$ cat config.mk
export PLATFORM = sky130hd
export DESIGN_NAME = pipelined_cla_adder_flat
export DESIGN_NICKNAME = d
export VERILOG_FILES = /design/src/rtl/pipelined_cla_adder_if.sv /design/src/rtl/pipelined_cla_adder.sv /design/src/flat_wrapper.sv
export SDC_FILE = /design/constraint.sdc
export NUM_CORES = 1
export LEC_CHECK = 0
export CORE_ASPECT_RATIO = 1.75
export CORE_MARGIN = 2
export CORE_UTILIZATION = 35
export CTS_CLUSTER_DIAMETER = 120
export DETAILED_ROUTE_END_ITERATION = 8
export GPL_ROUTABILITY_DRIVEN = 0
export MAX_ROUTING_LAYER = met4
export PLACE_DENSITY = 0.58
export SKIP_LAST_GASP = 1
export SLEW_MARGIN = 0
export SYNTH_ARGS = -nofsm -noshare
export SYNTH_HDL_FRONTEND = slang
export SYNTH_SLANG_ARGS = --single-unit
$ cat constraint.sdc
create_clock -name clk -period 1.9 [get_ports clk]
set_input_delay 0.19 -clock clk [delete_from_list [all_inputs] [get_ports clk]]
set_output_delay 0.19 -clock clk [all_outputs]
set_load 0.05 [all_outputs]
$ cat src/rtl/pipelined_cla_adder_if.sv
// ============================================================================
// pipelined_cla_adder_if
// Valid/ready operand and result bundle for pipelined_cla_adder.
// Optional ovf signal present when PIPELINED_CLA_ADDER_OVF_EN is defined.
// Revision: 1.0 - initial release
// ============================================================================
`default_nettype none

interface pipelined_cla_adder_if #(
    parameter int WIDTH = 16
);
    logic             in_valid;
    logic             in_ready;
    logic [WIDTH-1:0] a;
    logic [WIDTH-1:0] b;
    logic             cin;
    logic             sub;
    logic             out_valid;
    logic             out_ready;
    logic [WIDTH-1:0] s;
    logic             cout;
`ifdef PIPELINED_CLA_ADDER_OVF_EN
    logic             ovf;

    modport master (
        output in_valid, a, b, cin, sub, out_ready,
        input  in_ready, out_valid, s, cout, ovf
    );
    modport slave (
        input  in_valid, a, b, cin, sub, out_ready,
        output in_ready, out_valid, s, cout, ovf
    );
`else
    modport master (
        output in_valid, a, b, cin, sub, out_ready,
        input  in_ready, out_valid, s, cout
    );
    modport slave (
        input  in_valid, a, b, cin, sub, out_ready,
        output in_ready, out_valid, s, cout
    );
`endif
endinterface

`default_nettype wire

$ cat src/rtl/pipelined_cla_adder.sv
// ============================================================================
// pipelined_cla_adder
// Two-stage carry-lookahead add/subtract with valid/ready flow control.
// Optional signed overflow output: define PIPELINED_CLA_ADDER_OVF_EN.
// Revision: 1.0 - initial release
// ============================================================================
`default_nettype none

module pipelined_cla_adder #(
    parameter int WIDTH = 16,
    parameter int GROUP = 4
) (
    input  wire logic            clk,
    input  wire logic            rst,
    pipelined_cla_adder_if.slave bus
);
    localparam int c_NGRP = WIDTH / GROUP;

    logic                r_s1_valid;
    logic [WIDTH-1:0]    r_p;
    logic [WIDTH-1:0]    r_g;
    logic [c_NGRP-1:0]   r_gp;
    logic [c_NGRP-1:0]   r_gg;
    logic                r_c0;
    logic                r_s2_valid;
    logic [WIDTH-1:0]    r_s;
    logic                r_cout;
`ifdef PIPELINED_CLA_ADDER_OVF_EN
    logic                r_ovf;
`endif

    logic                w_s1_load;
    logic                w_s2_load;
    logic [WIDTH-1:0]    w_b_eff;
    logic [WIDTH-1:0]    w_p;
    logic [WIDTH-1:0]    w_g;
    logic                w_c0;
    logic [c_NGRP-1:0]   w_gp;
    logic [c_NGRP-1:0]   w_gg;
    logic [c_NGRP:0]     w_cg;
    logic [WIDTH:0]      w_c;
    logic                w_unused_gmsb;

    assign w_s2_load = !r_s2_valid | bus.out_ready;
    assign w_s1_load = !r_s1_valid | w_s2_load;

    assign w_b_eff = bus.sub ? ~bus.b : bus.b;
    assign w_c0    = bus.sub ? 1'b1 : bus.cin;
    assign w_p     = bus.a ^ w_b_eff;
    assign w_g     = bus.a & w_b_eff;

    always_comb begin
        w_gp = '1;
        w_gg = '0;
        for (int k = 0; k < c_NGRP; k++) begin
            for (int i = 0; i < GROUP; i++) begin
                w_gg[k] = w_g[k*GROUP+i] | (w_p[k*GROUP+i] & w_gg[k]);
                w_gp[k] = w_gp[k] & w_p[k*GROUP+i];
            end
        end
    end

    // Group carries as flat sum-of-products over the registered group P/G
    always_comb begin
        logic t;
        logic pp;
        t    = 1'b0;
        pp   = 1'b0;
        w_cg = '0;
        w_cg[0] = r_c0;
        for (int k = 0; k < c_NGRP; k++) begin
            t  = r_gg[k];
            pp = r_gp[k];
            for (int j = k - 1; j >= 0; j--) begin
                t  = t | (pp & r_gg[j]);
                pp = pp & r_gp[j];
            end
            w_cg[k+1] = t | (pp & r_c0);
        end
    end

    // In-group carries expanded from the group carry-in, no bit-to-bit ripple
    always_comb begin
        logic t;
        logic pp;
        t   = 1'b0;
        pp  = 1'b0;
        w_c = '0;
        for (int k = 0; k < c_NGRP; k++) begin
            w_c[k*GROUP] = w_cg[k];
            for (int i = 1; i < GROUP; i++) begin
                t  = r_g[k*GROUP+i-1];
                pp = r_p[k*GROUP+i-1];
                for (int j = i - 2; j >= 0; j--) begin
                    t  = t | (pp & r_g[k*GROUP+j]);
                    pp = pp & r_p[k*GROUP+j];
                end
                w_c[k*GROUP+i] = t | (pp & w_cg[k]);
            end
        end
        w_c[WIDTH] = w_cg[c_NGRP];
    end

    // Each group's MSB generate only contributes through its group G term
    always_comb begin
        w_unused_gmsb = 1'b0;
        for (int k = 0; k < c_NGRP; k++) begin
            w_unused_gmsb = w_unused_gmsb ^ r_g[k*GROUP+GROUP-1];
        end
    end

    always_ff @(posedge clk or posedge rst) begin
        if (rst) begin
            r_s1_valid <= 1'b0;
            r_p        <= '0;
            r_g        <= '0;
            r_gp       <= '0;
            r_gg       <= '0;
            r_c0       <= 1'b0;
            r_s2_valid <= 1'b0;
            r_s        <= '0;
            r_cout     <= 1'b0;
`ifdef PIPELINED_CLA_ADDER_OVF_EN
            r_ovf      <= 1'b0;
`endif
        end else begin
            if (w_s1_load) begin
                r_s1_valid <= bus.in_valid;
                if (bus.in_valid) begin
                    r_p  <= w_p;
                    r_g  <= w_g;
                    r_gp <= w_gp;
                    r_gg <= w_gg;
                    r_c0 <= w_c0;
                end
            end
            if (w_s2_load) begin
                r_s2_valid <= r_s1_valid;
                if (r_s1_valid) begin
                    r_s    <= r_p ^ w_c[WIDTH-1:0];
                    r_cout <= w_c[WIDTH];
`ifdef PIPELINED_CLA_ADDER_OVF_EN
                    r_ovf  <= w_c[WIDTH-1] ^ w_c[WIDTH];
`endif
                end
            end
        end
    end

    assign bus.in_ready  = w_s1_load;
    assign bus.out_valid = r_s2_valid;
    assign bus.s         = r_s;
    assign bus.cout      = r_cout;
`ifdef PIPELINED_CLA_ADDER_OVF_EN
    assign bus.ovf       = r_ovf;
`endif

endmodule

`default_nettype wire

$ cat src/flat_wrapper.sv
// flat-port wrapper written by rule: the top's interface ports become plain ports
module pipelined_cla_adder_flat 
#(
    parameter int WIDTH = 16,
    parameter int GROUP = 4
)
  (clk, rst, bus_in_valid, bus_a, bus_b, bus_cin, bus_sub, bus_out_ready, bus_in_ready, bus_out_valid, bus_s, bus_cout);
  pipelined_cla_adder_if #(.WIDTH(WIDTH)) bus_i ();
  input  wire logic clk;
  input  wire logic rst;
  input wire logic [$bits(bus_i.in_valid)-1:0] bus_in_valid;
  input wire logic [$bits(bus_i.a)-1:0] bus_a;
  input wire logic [$bits(bus_i.b)-1:0] bus_b;
  input wire logic [$bits(bus_i.cin)-1:0] bus_cin;
  input wire logic [$bits(bus_i.sub)-1:0] bus_sub;
  input wire logic [$bits(bus_i.out_ready)-1:0] bus_out_ready;
  output wire logic [$bits(bus_i.in_ready)-1:0] bus_in_ready;
  output wire logic [$bits(bus_i.out_valid)-1:0] bus_out_valid;
  output wire logic [$bits(bus_i.s)-1:0] bus_s;
  output wire logic [$bits(bus_i.cout)-1:0] bus_cout;
  assign bus_i.in_valid = bus_in_valid;
  assign bus_i.a = bus_a;
  assign bus_i.b = bus_b;
  assign bus_i.cin = bus_cin;
  assign bus_i.sub = bus_sub;
  assign bus_i.out_ready = bus_out_ready;
  assign bus_in_ready = bus_i.in_ready;
  assign bus_out_valid = bus_i.out_valid;
  assign bus_s = bus_i.s;
  assign bus_cout = bus_i.cout;
  pipelined_cla_adder #(.WIDTH(WIDTH), .GROUP(GROUP)) u_core (.clk(clk), .rst(rst), .bus(bus_i));
endmodule
; Yosys cells after proc, flatten, opt, wreduce, memory -nomap -nowiden
; Cells that the tools add are included.
[word_totals]
reg_bits = 59
wordCells = 143
[op_classes]
mux = 2
bitwise_logic = 128
n_reduce_logical = 4
[op_table]
columns = cell, n
row1 = 1-bit AND, 76
row2 = 1-bit bitwise OR, 48
row3 = 16-bit bitwise XOR, 2
row4 = 16-bit AND, 1
row5 = 16-bit two-way mux, 1
row6 = 16-bit inverter, 1
row7 = 2-bit AND reduction, 2
row8 = 1-bit logical NOT, 2
row9 = 1-bit two-way mux, 1

; Depth between registers and ports, before layout
; Gate-level depths: netlist (run 1).
[logic_depth]
word_depth = 9
ltp_mapped = 8
mapped_depth_nobuf = 7

; Worst setup path after synthesis (run 1)
; No wires, ideal clock.
[synth_path]
path_kind = register to register
start = reg u_core.r_s2_valid, in the netlist u_core.bus.out_valid
end = reg u_core.r_p[0]
arrival_ns = 2.067
required_time_ns = 1.775
slack_ns = -0.291
path_stages_with_launch = 5
path_buffers = 1
cell_sequence = dfrtp_1 > nand3b_1 > nand2_2 > buf_4 > mux2_2
[synth_via]
elab_chain_len = 4
[synth_rtl]
columns = item, line
row1 = start: declaration, pipelined_cla_adder.sv:25  ; logic r_s2_valid;
row2 = start signal: assignment, pipelined_cla_adder.sv:138  ; r_s2_valid <= r_s1_valid;
row3 = 1-bit logical NOT, pipelined_cla_adder.sv:44  ; assign w_s2_load = !r_s2_valid | bus.out_ready;
row4 = 1-bit bitwise OR, pipelined_cla_adder.sv:44
row5 = 1-bit bitwise OR, pipelined_cla_adder.sv:45  ; assign w_s1_load = !r_s1_valid | w_s2_load;
row6 = net bus_in_ready, flat_wrapper.sv:17  ; output wire logic [$bits(bus_i.in_ready)-1:0] bus_in_ready;
row7 = 2-bit AND reduction (no source line), -
row8 = end signal: assignment, pipelined_cla_adder.sv:130  ; r_p <= w_p;
row9 = end: declaration, pipelined_cla_adder.sv:20  ; logic [WIDTH-1:0] r_p;
; The timed path passes the listed nets, and every way through them passes these cells.
; A chain may end at the register's enable or synchronous reset.

; Final worst setup path (run 1)
[layout_path]
start = reg u_core.r_gp[0]
end = reg u_core.r_s[13], in the netlist u_core.bus.s[13]
[layout_via]
elab_chain_len = 6
[layout_rtl]
columns = item, line
row1 = start: declaration, pipelined_cla_adder.sv:22  ; logic [c_NGRP-1:0] r_gp;
row2 = start signal: assignment, pipelined_cla_adder.sv:132  ; r_gp <= w_gp;
row3 = 1-bit AND, pipelined_cla_adder.sv:76  ; pp = pp & r_gp[j];
row4 = 1-bit AND, pipelined_cla_adder.sv:78  ; w_cg[k+1] = t | (pp & r_c0);
row5 = 1-bit bitwise OR, pipelined_cla_adder.sv:78
row6 = 1-bit AND, pipelined_cla_adder.sv:98  ; w_c[k*GROUP+i] = t | (pp & w_cg[k]);
row7 = 1-bit bitwise OR, pipelined_cla_adder.sv:98
row8 = 16-bit bitwise XOR, pipelined_cla_adder.sv:140  ; r_s <= r_p ^ w_c[WIDTH-1:0];
row9 = end signal: assignment, pipelined_cla_adder.sv:140
row10 = end: declaration, pipelined_cla_adder.sv:26  ; logic [WIDTH-1:0] r_s;
; Every way passes these cells.

==> results of run 1 <==
-- kinds of logic after synthesis --
| family | count (synthesis) | synth area share |
|---|---|---|
| buffers and inverters | 18 | 0.0335 |
| xor gates and xnor gates | 21 | 0.0616 |
| AOI/OAI and AO/OA | 58 | 0.127 |
| and+or+nand+nor | 64 | 0.109 |
| adders and majority gates | 20 | 0.0839 |
| DFF | 56 | 0.470 |
| muxes | 31 | 0.116 |
-- state kept, by name, summed over array words and instances (netlist names) --
register	flops
u_core.bus.cout	1
u_core.bus.out_valid	1
u_core.bus.s	16
u_core.r_c0	1
u_core.r_g	12
u_core.r_gg	4
u_core.r_gp	4
u_core.r_p	16
u_core.r_s1_valid	1
-- timing repair --
item                                    CTS  global route
hold buffers                              0             0
endpoints found under the setup margin    0             1
gates resized for setup                   0             1
-- per-stage QoR --
stage	power (uW)	hold slack, ns	instance area (um^2)	setup TNS (ns)
floorplan	2910	0.298	3000	-1.44
global placement	3540	0.459	3790	-0.0642
detailed placement	3570	0.463	3790	-0.268
CTS	4770	0.289	3980	0
global route	4990	0.298	3990	0
finish	4720	0.258	3990	0
-- cell usage after synthesis (4+ instances only) --
master	n	area [um^2]
dfrtp_1	56	1400
nand2_1	30	113
mux2_2	28	315
ha_1	20	250
xor2_1	20	175
o21ai_0	19	95.1
a21o_1	12	90.1
a21oi_1	11	55.1
nor2_1	8	30.0
inv_1	7	26.3
buf_2	5	25.0
nand3_1	5	25.0
nand4_1	5	31.3
or4_1	4	30.0
-- metal layers --
metal,part of all wire,track usage,up-vias
met3,0.025,0.0208,10
met4,0.028,0.0652,0
met5,0,-,-
met2,0.57,0.283,36
met1,0.38,0.173,1101
li1,-,-,1087
-- area by class of cell --
cell class | instances | area [um^2]
clock buffers | 6 | 129
fillers | 783 | 4330
multi-input cells | 194 | 1500
clock inverters | 2 | 60.1
flip-flops and latches | 56 | 1400
well taps | 115 | 144
inverters | 7 | 26.3
repair buffers | 70 | 726
-- worst max-delay path: stages (launching register included) --
cell	delay (ns)
dfrtp_1	0.42
a211oi_4	0.34
o21ba_1	0.24
inv_1	0.07
ha_1	0.19
nor2_1	0.12
xor2_1	0.16
o21ai_0	0.09
-- how the worst max path moves through the flow --
stage / to / slack, ns
6_report: u_core.bus.s[13]$_DFFE_PP0P_ / 0.15
3_5_place_dp: u_core.r_gg[0]$_DFFE_PP0P_ / -0.07
4_1_cts: u_core.bus.s[13]$_DFFE_PP0P_ / 0.08
3_3_place_gp: u_core.r_gg[0]$_DFFE_PP0P_ / -0.02
5_1_grt: u_core.bus.s[13]$_DFFE_PP0P_ / 0.009
2_1_floorplan: u_core.r_g[0]$_DFFE_PP0P_ / -0.07
-- power by group through the flow --
stage               sequential (uW)  combinational, uW  clock (uW)
floorplan                      2230                680           0
detailed placement             1750               1820           0
global placement               1750               1800           0
finish                         1730               1810        1190
global route                   1780               1950        1270
CTS                            1730               1830        1210
==> flow_summary.yaml, run 1 <==
status:
  outcome: "completed"
synth:
  synth-seq-cells: 56
  synth_nets: 326
  synth_flop_cell: "dfrtp_1"
  yosysSeqAreaShare: 0.470
  yosysUniqueCellTypes: 40
  synth_edf_count: 0
  netlist_instances: 268
  synth_warnings: 0
  synth_area_mm2: 0.00298
  async_reset_ff_frac: 1.00
  syn_area_per_cell_um2: 11.1
power:
  switching_power_uw: 1710
  clock_power_share: 0.252
  power_density_mw_per_mm2: 1190
  leakagePower_uw: 0.00183
  p_comb_frac: 0.382
  p_seq_frac: 0.366
  vdd_drop_max_mv: 0.665
  intPower_uw: 3010
  swShare: 0.362
worst_setup_path:
  cp.arrival_ns: 1.93
  r2r_start: "u_core.r_gp[0]$_DFFE_PP0P_"
  startpoint_type: "flop"
  cp-startpoint: "u_core.r_gp[0]$_DFFE_PP0P_"
  worstRegToRegCells: 7
  cp.required_ns: 2.07
  endpoint_kind: "flop"
  criticalPathCategory: "flop to flop"
  ff2ff_setup_slack_ns: 0.15
  critPathMaxFanout: 4
  timing.rr.end: "u_core.bus.s[13]$_DFFE_PP0P_"
sta:
  max-slew-margin-rel: 0.666
  clock_skew_ns: 0.00412
  tightest_slew_ns: 0.500
  hold_viol_final: 0
  finalSetupViolCount: 0
  fin_crit_sh: 0.922
  slew_viol_final: 0
  rsz0062_at_grt: "no"
  fin_crit_ns: 1.75
  fmaxAchievable_mhz: 571
  setup_slack_ns: 0.149
die:
  io_pins: 57
  die_h_um: 126
  chipWidth_um: 73.8
  coreArea_mm2: 0.00831
  die_area_mm2: 0.00931
  initial_utilization: 0.359
  num_rows: 44
finish:
  drive_gt1_frac: 0.176
  final_cell_mix: "clkdlybuf4s50_1 (55), dfrtp_1 (55), nand2_1 (30), mux2_2 (27)"
  utilization: 0.480
  area_delta_synth_final_pct: 33.6
  instances_no_fill: 450
  nNetsFinal: 392
  antennaDiodeCount: 0
drt:
  vias: 2234
  vias_per_cell: 4.96
  drt_iter0_drc: 128
  wirelength_mm: 6.66
  dr.pass1.iters: 4
  wire_per_inst_um: 14.8
  ant_nets: 0
  drt_drc_violations_left: 0
placement:
  pre_cts_ws_ns: -0.0730
  dp.cells: 442
  portBuffers: 56
  hpwl_mm: 4.99
grt:
  antenna_found_initial: 0
  grt_pass1_wl_mm: 11.1
  grt_overflow: 0
  grt_use_total: 0.159
  grt_max_degree: 57
  grt_pass1_vias: 2314
clock_network:
  cts_root_buf: "clkbuf_16"
  clock_latency_ns: 0.30
  cts_inserted_buffers: 5
  cts_tree: "done"
  cts_buffer_depth: 2
  post_cts_buffers: 0
  cts.sinks: 56
  htreeDepth: 2
  clk_pin_slew_ns: 0.07
worst_hold_path:
  min_path_type: "input pin to async pin"
run:
  max_cap_viol_count: 0
No activity file was read; power rests on OpenSTA's default activity.
==> run 2, diff against run 1 <==
--- a/config.mk
+++ b/config.mk
@@ -14,7 +14,7 @@
 export MAX_ROUTING_LAYER = met4
 export PLACE_DENSITY = 0.58
 export SKIP_LAST_GASP = 1
-export SLEW_MARGIN = 0
+export SLEW_MARGIN = 20
 export SYNTH_ARGS = -nofsm -noshare
 export SYNTH_HDL_FRONTEND = slang
 export SYNTH_SLANG_ARGS = --single-unit
==> results of run 2 <==
No change in the layout: final DEF, timing and power equal those of run 1.
==> run 3, diff against run 2 <==
--- a/config.mk
+++ b/config.mk
@@ -10,9 +10,10 @@
 export CORE_UTILIZATION = 35
 export CTS_CLUSTER_DIAMETER = 120
 export DETAILED_ROUTE_END_ITERATION = 8
+export DONT_BUFFER_PORTS = 1
 export GPL_ROUTABILITY_DRIVEN = 0
 export MAX_ROUTING_LAYER = met4
-export PLACE_DENSITY = 0.58
+export PLACE_DENSITY = 0.49
 export SKIP_LAST_GASP = 1
 export SLEW_MARGIN = 20
 export SYNTH_ARGS = -nofsm -noshare
==> flow_summary.yaml, run 3 (synthesis results as in run 1) <==
status:
  outcome: "completed"
drt:
  drt_iter0_drc: 63
  vias: 1966
  dr.pass1.iters: 4
  wirelength_mm: 6.24
  ant_nets: 0
  vias_per_cell: 5.08
  wire_per_inst_um: 16.1
  drt_drc_violations_left: 0
clock_network:
  clk_pin_slew_ns: 0.07
  clock_latency_ns: 0.29
  post_cts_buffers: 0
  cts.sinks: 56
  cts_buffer_depth: 2
  cts_tree: "done"
  cts_inserted_buffers: 5
  htreeDepth: 2
  cts_root_buf: "clkbuf_16"
  cts_resized: 0
die:
  initial_utilization: 0.359
  die_h_um: 126
  io_pins: 57
  die_area_mm2: 0.00931
  coreArea_mm2: 0.00831
  chipWidth_um: 73.8
  num_rows: 44
finish:
  drive_gt1_frac: 0.188
  final_common_cell: "dfrtp_1"
  area_delta_synth_final_pct: 9.94
  final_cell_mix: "dfrtp_1 (55), nand2_1 (30), mux2_2 (27), xor2_1 (20), ha_1 (20)"
  antennaDiodeCount: 0
  nNetsFinal: 329
  final.fill_count: 812
placement:
  portBuffers: 0
  hpwl_mm: 4.77
sta:
  holdWs_ns: 0.00902
  tightest_slew_ns: 0.580
  max-slew-margin-rel: 0.613
  rsz0062_at_grt: "no"
  slew_viol_final: 0
  clock_skew_ns: 0.00448
  hold_viol_final: 0
  setup_tns_ns: 0
  fin_crit_ns: 1.73
  fin_crit_sh: 0.910
  finalSetupViolCount: 0
  fmaxAchievable_mhz: 578
power:
  power_density_mw_per_mm2: 1230
  intPower_uw: 2410
  swShare: 0.403
  vdd_drop_max_mv: 0.453
  p_seq_frac: 0.567
  clock_power_share: 0.231
  switching_power_uw: 1630
  leakagePower_uw: 0.00154
  p_comb_frac: 0.202
worst_setup_path:
  crit_path_cell_trace: "a211oi_2 > o21ba_1 > inv_1 > ha_1 > nor2_1 > xor2_1 > o21ai_0"
  cp.required_ns: 2.07
  critPathSlowestCell: "dfrtp_1"
  critPathMaxFanout: 5
  startpoint_type: "flop"
  endpoint_kind: "flop"
  critPathMaxStageDelay_ns: 0.44
  ff2ff_setup_slack_ns: 0.17
  criticalPathCategory: "flop to flop"
  cp.arrival_ns: 1.90
grt:
  grt_pass1_vias: 2017
  grt_use_total: 0.151
  antenna_found_initial: 0
  grt_pass1_wl_mm: 10.3
  grt_overflow: 0
  grt_max_degree: 39
worst_hold_path:
  min_path_type: "input pin to flop"
run:
  max_cap_viol_count: 0
## run 3: cell count changes in the layout (fill, tap and decap cells not counted), moves of 2 or more
cell             before  now
clkinv_2              0    2
bufinv_16             2    0
clkdlybuf4s50_1      55    0
buf_4                10    5
buf_12                5    1
## run 3: critical path: cells and delay by family (launching register included)
kind	cells	cell delay (ns)
buf+inv	1	0.07
simple gates	1	0.11
compound gates	3	0.65
fa+ha+maj	1	0.19
flops	1	0.44
xor+xnor	1	0.15
## run 3: metal layers
metal | track usage | routed length [um]
met4 | 0.0642 | 165
met2 | 0.259 | 3460
met5 | - | 0
met3 | 0.0272 | 186
met1 | 0.166 | 2430
## run 3: final timing paths
| kind | to | from | depth (start not counted) |
|---|---|---|---|
| worst min register to register | u_core.r_p[2]$_DFFE_PP0P_ | u_core.r_p[2]$_DFFE_PP0P_ | 1 |
| worst max-delay path | u_core.bus.s[13]$_DFFE_PP0P_ | u_core.r_c0$_DFFE_PP0P_ | 7 |
| min in group asynchronous | u_core.r_g[9]$_DFFE_PP0P_ | rst | 2 |
| max in group asynchronous | u_core.bus.out_valid$_DFFE_PP0P_ | rst | 3 |
| worst min-delay path | u_core.r_s1_valid$_DFFE_PP0N_ | bus_in_valid | 1 |
| worst max register to register | u_core.bus.s[13]$_DFFE_PP0P_ | u_core.r_c0$_DFFE_PP0P_ | 7 |
## run 3: repair_timing
action | CTS | global route
hold endpoints to repair | 26 | 0
endpoints found under the setup margin | 0 | 0
hold buffers | 1 | 0
## run 3: cell type report
| type | instances | area, um^2 | area share |
|---|---|---|---|
| Clock buffer | 6 | 139 | 0.0423 |
| Clock inverter | 2 | 10.0 | 0.00305 |
| Inverter | 7 | 26.3 | 0.00801 |
| Multi-Input combinational cell | 194 | 1490 | 0.455 |
| Sequential cell | 56 | 1400 | 0.428 |
| Tap cell | 115 | 144 | 0.0439 |
| Timing Repair Buffer | 7 | 67.6 | 0.0206 |
## run 3: power by group through the flow
stage	clock (uW)	combinational, uW	sequential (uW)
2_1_floorplan	0	680	2230
3_3_place_gp	0	818	2320
3_5_place_dp	0	830	2330
4_1_cts	973	839	2300
5_1_grt	1010	939	2340
6_report	933	817	2290
## run 3: stage by stage
stage / cells / cell area [um^2] / util / worst slack [ns] / power, uW
floorplan: 268 / 3000 / - / -0.0689 / 2910
global placement: 378 / 3120 / 0.376 / 0.240 / 3140
detailed placement: 378 / 3120 / 0.376 / 0.170 / 3160
CTS: 387 / 3280 / 0.395 / 0.159 / 4120
global route: 387 / 3280 / 0.395 / 0.0455 / 4290
finish: 387 / 3280 / 0.395 / 0.171 / 4040
